--- config.mk ---
export PLATFORM = sky130hd
export DESIGN_NAME = otter_mem_arbiter_flat
export DESIGN_NICKNAME = d
export VERILOG_FILES = /design/src/rtl/otter_mem_pkg.sv /design/src/rtl/otter_mem_arbiter_if.sv /design/src/rtl/otter_mem_arbiter_rd_return.sv /design/src/rtl/otter_mem_arbiter.sv /design/src/flat_wrapper.sv
export SDC_FILE = /design/constraint.sdc
export NUM_CORES = 1
export LEC_CHECK = 0
export CAP_MARGIN = 10
export CORE_MARGIN = 4
export CORE_UTILIZATION = 31
export DETAILED_ROUTE_END_ITERATION = 12
export PLACE_DENSITY = 0.75
export SLEW_MARGIN = 40
export SYNTH_ARGS = -nofsm -noshare
export SYNTH_HDL_FRONTEND = slang
export SYNTH_HIERARCHICAL = 1
export SYNTH_SLANG_ARGS = --single-unit
--- constraint.sdc ---
create_clock -name CLK -period 2.1 [get_ports CLK]
set_clock_uncertainty 0.1 [all_clocks]
set_input_delay 0.42 -clock CLK [delete_from_list [all_inputs] [get_ports CLK]]
set_output_delay 0.42 -clock CLK [all_outputs]
set_load 0.005 [all_outputs]
--- src/rtl/otter_mem_pkg.sv ---
// Shared types for the OTTER single-port memory arbiter:
// the read-return tracking state and the memory access size encodings.
package otter_mem_pkg;

   typedef enum logic [1:0] {
      PEND_NONE = 2'd0,
      PEND_IF   = 2'd1,
      PEND_D    = 2'd2
   } pend_t;

   localparam logic [1:0] SZ_BYTE = 2'd0;
   localparam logic [1:0] SZ_HALF = 2'd1;
   localparam logic [1:0] SZ_WORD = 2'd2;

endpackage

--- src/rtl/otter_mem_arbiter_if.sv ---
// Bus bundle between the OTTER fetch/data ports, the arbiter and the memory.
// slave = arbiter view, master = pipeline + memory view.
interface otter_mem_arbiter_if;

   logic        if_req;
   logic [31:0] if_addr;
   logic        if_gnt;
   logic        if_rvalid;
   logic [31:0] if_rdata;

   logic        d_req;
   logic        d_we;
   logic [31:0] d_addr;
   logic [31:0] d_wdata;
   logic [1:0]  d_size;
   logic        d_sign;
   logic        d_gnt;
   logic        d_rvalid;
   logic [31:0] d_rdata;

   logic        m_en;
   logic        m_we;
   logic [31:0] m_addr;
   logic [31:0] m_wdata;
   logic [1:0]  m_size;
   logic        m_sign;
   logic [31:0] m_rdata;

   modport slave (
      input  if_req, if_addr,
      output if_gnt, if_rvalid, if_rdata,
      input  d_req, d_we, d_addr, d_wdata, d_size, d_sign,
      output d_gnt, d_rvalid, d_rdata,
      output m_en, m_we, m_addr, m_wdata, m_size, m_sign,
      input  m_rdata
   );

   modport master (
      output if_req, if_addr,
      input  if_gnt, if_rvalid, if_rdata,
      output d_req, d_we, d_addr, d_wdata, d_size, d_sign,
      input  d_gnt, d_rvalid, d_rdata,
      input  m_en, m_we, m_addr, m_wdata, m_size, m_sign,
      output m_rdata
   );

endinterface

--- src/rtl/otter_mem_arbiter_rd_return.sv ---
// Per-requester read return: bypasses memory data on the return cycle and
// holds the last returned word until the next return.
module mem_rd_return (
   input  logic        CLK,
   input  logic        RESET,
   input  logic        rvalid,
   input  logic [31:0] m_rdata,
   output logic [31:0] rdata
);

   logic [31:0] hold;

   always_ff @(posedge CLK or posedge RESET) begin
      if (RESET)       hold <= '0;
      else if (rvalid) hold <= m_rdata;
   end

   assign rdata = rvalid ? m_rdata : hold;

endmodule

--- src/rtl/otter_mem_arbiter.sv ---
// Single-port memory arbiter for the pipelined OTTER: data beats fetch except
// after MAX_DATA_BURST consecutive fetch losses; read data returns one cycle later.
module otter_mem_arbiter
   import otter_mem_pkg::*;
#(
   parameter int MAX_DATA_BURST = 3
) (
   input  logic CLK,
   input  logic RESET,
   otter_mem_arbiter_if.slave bus
);

   localparam logic [3:0] MAX_B = 4'(MAX_DATA_BURST);

   logic        if_win, d_win;
   logic [3:0]  starve_cnt;
   pend_t       pend, pend_nxt;
   logic [1:0]        rvld;
   logic [1:0][31:0]  rdat;

   // Grants are forced low while reset is held, even with requests present.
   always_comb begin
      if_win = 1'b0;
      d_win  = 1'b0;
      if (!RESET) begin
         if_win = bus.if_req && (!bus.d_req || starve_cnt == MAX_B);
         d_win  = bus.d_req && !if_win;
      end
   end

   assign bus.if_gnt = if_win;
   assign bus.d_gnt  = d_win;

   always_comb begin
      bus.m_en    = if_win | d_win;
      bus.m_we    = d_win & bus.d_we;
      bus.m_addr  = '0;
      bus.m_wdata = '0;
      bus.m_size  = '0;
      bus.m_sign  = 1'b0;
      if (d_win) begin
         bus.m_addr  = bus.d_addr;
         bus.m_wdata = bus.d_wdata;
         bus.m_size  = bus.d_size;
         bus.m_sign  = bus.d_sign;
      end else if (if_win) begin
         bus.m_addr  = bus.if_addr;
         bus.m_size  = SZ_WORD;
      end
   end

   // Counts consecutive cycles fetch waited behind data.
   always_ff @(posedge CLK or posedge RESET) begin
      if (RESET)
         starve_cnt <= '0;
      else if (if_win || !bus.if_req)
         starve_cnt <= '0;
      else if (d_win && starve_cnt != MAX_B)
         starve_cnt <= starve_cnt + 4'd1;
   end

   always_ff @(posedge CLK or posedge RESET) begin
      if (RESET) pend <= PEND_NONE;
      else       pend <= pend_nxt;
   end

   // Every state follows the same rule, so back-to-back reads pipeline.
   always_comb begin
      pend_nxt = PEND_NONE;
      if (if_win)                  pend_nxt = PEND_IF;
      else if (d_win && !bus.d_we) pend_nxt = PEND_D;
   end

   always_comb begin
      rvld[0] = (pend == PEND_IF);
      rvld[1] = (pend == PEND_D);
   end

   for (genvar g = 0; g < 2; g++) begin : gen_ret
      mem_rd_return u_ret (
         .CLK     (CLK),
         .RESET   (RESET),
         .rvalid  (rvld[g]),
         .m_rdata (bus.m_rdata),
         .rdata   (rdat[g])
      );
   end

   assign bus.if_rvalid = rvld[0];
   assign bus.d_rvalid  = rvld[1];
   assign bus.if_rdata  = rdat[0];
   assign bus.d_rdata   = rdat[1];

endmodule

--- src/flat_wrapper.sv ---
// flat-port wrapper written by rule: the top's interface ports become plain ports
module otter_mem_arbiter_flat import otter_mem_pkg::*;
#(
   parameter int MAX_DATA_BURST = 3
)
  (CLK, RESET, bus_if_req, bus_if_addr, bus_if_gnt, bus_if_rvalid, bus_if_rdata, bus_d_req, bus_d_we, bus_d_addr, bus_d_wdata, bus_d_size, bus_d_sign, bus_d_gnt, bus_d_rvalid, bus_d_rdata, bus_m_en, bus_m_we, bus_m_addr, bus_m_wdata, bus_m_size, bus_m_sign, bus_m_rdata);
  otter_mem_arbiter_if bus_i ();
  input  logic CLK;
  input  logic RESET;
  input wire logic [$bits(bus_i.if_req)-1:0] bus_if_req;
  input wire logic [$bits(bus_i.if_addr)-1:0] bus_if_addr;
  output wire logic [$bits(bus_i.if_gnt)-1:0] bus_if_gnt;
  output wire logic [$bits(bus_i.if_rvalid)-1:0] bus_if_rvalid;
  output wire logic [$bits(bus_i.if_rdata)-1:0] bus_if_rdata;
  input wire logic [$bits(bus_i.d_req)-1:0] bus_d_req;
  input wire logic [$bits(bus_i.d_we)-1:0] bus_d_we;
  input wire logic [$bits(bus_i.d_addr)-1:0] bus_d_addr;
  input wire logic [$bits(bus_i.d_wdata)-1:0] bus_d_wdata;
  input wire logic [$bits(bus_i.d_size)-1:0] bus_d_size;
  input wire logic [$bits(bus_i.d_sign)-1:0] bus_d_sign;
  output wire logic [$bits(bus_i.d_gnt)-1:0] bus_d_gnt;
  output wire logic [$bits(bus_i.d_rvalid)-1:0] bus_d_rvalid;
  output wire logic [$bits(bus_i.d_rdata)-1:0] bus_d_rdata;
  output wire logic [$bits(bus_i.m_en)-1:0] bus_m_en;
  output wire logic [$bits(bus_i.m_we)-1:0] bus_m_we;
  output wire logic [$bits(bus_i.m_addr)-1:0] bus_m_addr;
  output wire logic [$bits(bus_i.m_wdata)-1:0] bus_m_wdata;
  output wire logic [$bits(bus_i.m_size)-1:0] bus_m_size;
  output wire logic [$bits(bus_i.m_sign)-1:0] bus_m_sign;
  input wire logic [$bits(bus_i.m_rdata)-1:0] bus_m_rdata;
  assign bus_i.if_req = bus_if_req;
  assign bus_i.if_addr = bus_if_addr;
  assign bus_if_gnt = bus_i.if_gnt;
  assign bus_if_rvalid = bus_i.if_rvalid;
  assign bus_if_rdata = bus_i.if_rdata;
  assign bus_i.d_req = bus_d_req;
  assign bus_i.d_we = bus_d_we;
  assign bus_i.d_addr = bus_d_addr;
  assign bus_i.d_wdata = bus_d_wdata;
  assign bus_i.d_size = bus_d_size;
  assign bus_i.d_sign = bus_d_sign;
  assign bus_d_gnt = bus_i.d_gnt;
  assign bus_d_rvalid = bus_i.d_rvalid;
  assign bus_d_rdata = bus_i.d_rdata;
  assign bus_m_en = bus_i.m_en;
  assign bus_m_we = bus_i.m_we;
  assign bus_m_addr = bus_i.m_addr;
  assign bus_m_wdata = bus_i.m_wdata;
  assign bus_m_size = bus_i.m_size;
  assign bus_m_sign = bus_i.m_sign;
  assign bus_i.m_rdata = bus_m_rdata;
  otter_mem_arbiter #(.MAX_DATA_BURST(MAX_DATA_BURST)) u_core (.CLK(CLK), .RESET(RESET), .bus(bus_i));
endmodule
# Yosys cells after proc, flatten, opt, wreduce, memory -nomap -nowiden
# Cells that the tools add are included.
dict set report totals {
  romBits 0
  memories 0
  inputBits 136
  ram_bits 0
  latch_bits 0
  out_inout_bits 137
  reg_bits 70
}
dict set report classes {
  n_mux 14
  n_div 0
  mul 0
  shift 0
  order_cmp 0
  n_bitwise 2
  n_addsub 1
  n_eq_ne 4
  reduce_logical 11
}
# op count
set op_table {}
lappend op_table {{$mux W32} 5}
lappend op_table {{$mux W2} 4}
lappend op_table {{$mux W4} 2}
lappend op_table {{$add A4 B1 Y4 const B} 1}
lappend op_table {{$eq A4 B2 Y1 const B} 1}
lappend op_table {{$logic_and A1 B1 Y1} 4}
lappend op_table {{$logic_not A1 Y1} 4}
lappend op_table {{$ne A4 B2 Y1 const B} 1}
lappend op_table {{$mux W1} 3}
lappend op_table {{$eq A2 B1 Y1 const B} 1}
lappend op_table {{$eq A2 B2 Y1 const B} 1}
lappend op_table {{$logic_or A1 B1 Y1} 2}
lappend op_table {{$reduce_bool A2 Y1} 1}
lappend op_table {{$and A1 B1 Y1} 1}
lappend op_table {{$or A1 B1 Y1} 1}

# Logic depth before layout (Yosys ltp)
dict set report logic_depth {
  word_depth 9
  ltp_mapped 6
  ltp_nobuf 4
}

# Cells and area by module
# The synthesis kept the hierarchy.
# module area_per_inst_um2 instances cells_per_inst seq_area_each_um2
set modules_own_cells {}
lappend modules_own_cells {mem_rd_return 1348.8 2 69 800.8}
lappend modules_own_cells {otter_mem_arbiter 923.4 1 113 150.1}

# Worst setup path after synthesis
# Ideal clock, no wire load.
dict set report synth_timing {
  path_type {reg2out}
  start {register u_core.starve_cnt[0]}
  end {output bus_m_addr[0]}
  arrival_ps 1588
  path_stages_with_launch 7
  path_slack_ps -8
  t_required_ps 1580
  cell_sequence {dfrtp_1 -> ha_1 -> or3b_4 -> o21a_1 -> buf_6 -> buf_6 -> a22o_1}
}
dict set report synth_between {
  elab_chain_len 7
  elab_cells_between_ends 9
  cone_classes {eq/ne (1); mux (4); reduce/logical (4)}
}
# element line_no
set synth_lines {}
lappend synth_lines {{start: declaration} otter_mem_arbiter.sv:16} ;# logic [3:0] starve_cnt;
lappend synth_lines {{start signal: assignment} otter_mem_arbiter.sv:59} ;# starve_cnt <= starve_cnt + 4'd1;
lappend synth_lines {{$eq A4 B2 Y1 (*)} otter_mem_arbiter.sv:26} ;# if_win = bus.if_req && (!bus.d_req || starve_cnt == MAX_B);
lappend synth_lines {{$logic_or A1 B1 Y1 (*)} otter_mem_arbiter.sv:26}
lappend synth_lines {{$logic_and A1 B1 Y1 (*)} otter_mem_arbiter.sv:26}
lappend synth_lines {{$logic_not A1 Y1} otter_mem_arbiter.sv:27} ;# d_win = bus.d_req && !if_win;
lappend synth_lines {{$logic_and A1 B1 Y1} otter_mem_arbiter.sv:27}
lappend synth_lines {{$mux W1} otter_mem_arbiter.sv:25} ;# if (!RESET) begin
lappend synth_lines {{$mux W32 (*)} otter_mem_arbiter.sv:41} ;# if (d_win) begin
lappend synth_lines {{end: declaration} flat_wrapper.sv:26} ;# output wire logic [$bits(bus_i.m_addr)-1:0] bus_m_addr;
# Mark *: on every way between the ends. The rest lies on a longest branch, timed or not.

# Worst setup path in the final report
dict set report layout_timing {
  start {register u_core.starve_cnt[0]}
  end {output bus_m_addr[15]}
}
# Same word-level chain as after synthesis.

==> metrics.txt <==
CTS HTree Levels 3; HP Class register to register; dpl cells 670; clk slew on worst S/H paths roughly 0.050 ns; Final min period roughly 2.7 ns; Cells after Synth 251; Hold Crit Endpoint u_core/gen_ret[1].u_ret/hold[20]$_DFF_PP0_; clock latency at the later pin of the worst-skew pair 0.33 ns; Mean Syn Cell Area about 14 um^2; routability cong. between 0.8 and 0.9; DP HPWL about 11 mm; Reg2Reg Depth 8; most used cell, CP buf_12; Max-Cap Viols 0; cell area power density between 600 and 700 mW/mm^2; Worst R2R End u_core/pend[0]$_DFF_PP0_; Avg WL per Cell around 22 um; n_diodes 0; status finished, violations left; YS warnings 6; most common cell after layout, fill and taps aside buf_6; die outline area 0.01347 mm^2; total CTS buffers 9; failing checks negative setup slack; final max-slew violation count 0; clk sinks 70; Hold Crit Depth 1; gr usage total ~23%; static leakage 3.976 nW; register area share after synthesis about half; Final Hold Violating Endpoints 0; most frequent cells in the layout buf_6 (136), clkdlybuf4s50_1 (135), dfrtp_1 (70), mux2_4 (63), buf_4 (52); Max Clock Freq roughly 370 MHz; Placement Setup Slack -0.6184 ns; Area Overhead vs Synth 130.0%; slew margin rel. 83.74%; Worst path slowest cell or3b_4; Final period util 129.9%; Starting DRT DRC Count 121; crit path DAT about 2.2 ns; worst hold slack ~0.4 ns; VDD IR max roughly 0.7 mV; kind of start point of the critical path register; Final nets just under 800; Port Buffer Count 272; GRT overflow 0; CP endpoint kind output pin; Routed WL 17.24 mm; Buf/Inv on CP 5; DRC 0; root buf cell clkbuf_16; Reg2Reg Setup Slack about 0.26 ns; core area between 0.01 and 0.015 mm^2; Finish-stage setup viols between 100 and 150; number of vias per cell 4.683; critical path class register to output pin; FP Rows 39; pin count of the biggest net entering global routing 33; drt first pass iters 4; Ports roughly 270; CP peak stage delay ~0.4 ns; Tightest Pin Transition 0.2439 ns; RSZ-0062 raised after global routing yes; vias in the first global route ~4.1k; #FFs+latches synth 70; Data required, critical path roughly 1.6 ns; antenna violations before repair 0; Die Span Y about 120 um; first-pass GRT wire length around 23 mm; hold path start u_core/gen_ret[1].u_ret/hold[20]$_DFF_PP0_; starting density of the core about a third; share of layout cells above drive strength 1 59.36%; CTS tree done; synthesized area 0.003621 mm^2; Layout Cells excl Fill 795; via count between 3k and 4k; post-route antenna net violation count 0; critical-path cell list ha_2 -> or3b_4 -> buf_6 -> a21oi_4 -> buf_12 -> buf_12 -> clkbuf_16 -> a22o_1 -> buf_2; worst-path fanout max 4; Crit Reg-Reg Startpoint u_core/starve_cnt[0]$_DFFE_PP0P_; final setup margin -0.6282 ns; Crit path depth 9; cell family with most CP delay buffers and inverters; CTS Buffer Depth 2; Syn Nets roughly 390; chip width approximately 120 um; post-synthesis cell type count 27
-- worst max-delay path by stage --
stage | startpoint | endpoint
6_report | u_core/starve_cnt[0]$_DFFE_PP0P_ | bus_m_addr[15]
5_1_grt | u_core/starve_cnt[0]$_DFFE_PP0P_ | bus_m_addr[15]
4_1_cts | u_core/starve_cnt[1]$_DFFE_PP0P_ | bus_m_addr[14]
3_5_place_dp | RESET | bus_m_wdata[3]
3_3_place_gp | bus_d_req | bus_m_wdata[5]
2_1_floorplan | u_core/starve_cnt[0]$_DFFE_PP0P_ | bus_m_addr[0]
-- cell type report --
class | instances | area [um^2]
fillers | 764 | 3089
clock buffers | 11 | 232.7
repair buffers | 405 | 4377
well taps | 143 | 178.9
multi-input cells | 157 | 1745
flip-flops and latches | 70 | 1752
inverters | 5 | 18.77
clock inverters | 4 | 25.02
-- timing repair --
| action | in CTS | in global routing |
|---|---|---|
| pin swaps | 10 | 42 |
| resized for setup | 635 | 128 |
| setup buffers | 68 | 35 |
| setup endpoints to repair | 137 | 135 |
| cloned | 14 | 8 |
| hold buffers | 0 | 0 |
-- metrics by stage --
stage	power [mW]	instance area, um^2	utilization (%)	TNS (ns)
2_1_floorplan	2.327	3621	-	-0.2334
3_5_place_dp	3.390	6565	57.50	-43.98
6_report	5.277	8329	72.95	-45.69
4_1_cts	4.983	7812	68.42	-51.00
5_1_grt	5.490	8329	72.95	-53.95
3_3_place_gp	3.349	6565	57.50	-43.42
-- routing by layer --
metal | GRT usage [%] | part of all wire, % | vias up
met1 | 23.54 | 35 | 1832
met4 | 7.579 | 1.7 | 0
met5 | 0 | 0 | -
li1 | - | - | 1692
met2 | 44.73 | 56 | 181
met3 | 6.475 | 7.7 | 18
-- power by group --
group          switching (mW)  internal, mW
clock                   0.558         0.788
combinational           0.714          1.52
sequential             0.0898          1.61
total                    1.36          3.92
-- synthesized netlist by cell type, drive strengths merged --
| master | count | area share, % |
|---|---|---|
| dfrtp | 70 | 48 |
| mux2 | 64 | 26 |
| and2 | 35 | 6.0 |
| a22o | 32 | 7.7 |
| buf | 17 | 6.3 |
| inv | 5 | 0.52 |
| nor2b | 5 | 0.86 |
| nand3 | 4 | 0.55 |
| a21oi | 2 | 0.38 |
| clkbuf | 2 | 0.21 |
| nand2 | 2 | 0.21 |
| nand2b | 2 | 0.35 |
| o31ai | 2 | 0.41 |
| a21o | 1 | 0.21 |
| a31oi | 1 | 0.17 |
| ha | 1 | 0.35 |
| nand4b | 1 | 0.24 |
| o21a | 1 | 0.21 |
| o21ai | 1 | 0.14 |
| or2 | 1 | 0.17 |
| or3 | 1 | 0.17 |
| or3b | 1 | 0.31 |
-- worst reg2reg max path: cells and delay by family (launching register included) --
family / cells / cell delay [ns]
AO/OA/AOI/OAI: 1 / 0.19
flip-flops: 1 / 0.35
buffers and inverters: 5 / 0.58
AND/OR/NAND/NOR: 1 / 0.39
adder cells (fa/ha/maj): 1 / 0.18
-- kinds of logic after synthesis --
family	count (synthesis)	synth area share (%)
adders and majority gates	1	0.3455
and+or+nand+nor	52	8.915
muxes	64	26.12
AOI/OAI and AO/OA	40	9.260
DFF	70	48.38
buffers and inverters	24	6.980
-- registers in the layout (all words and copies together) (netlist names) --
name                       cells
u_core/starve_cnt              4
u_core/pend                    2
u_core/gen_ret.u_ret/hold     64
Power figures use the tool's default switching activity.
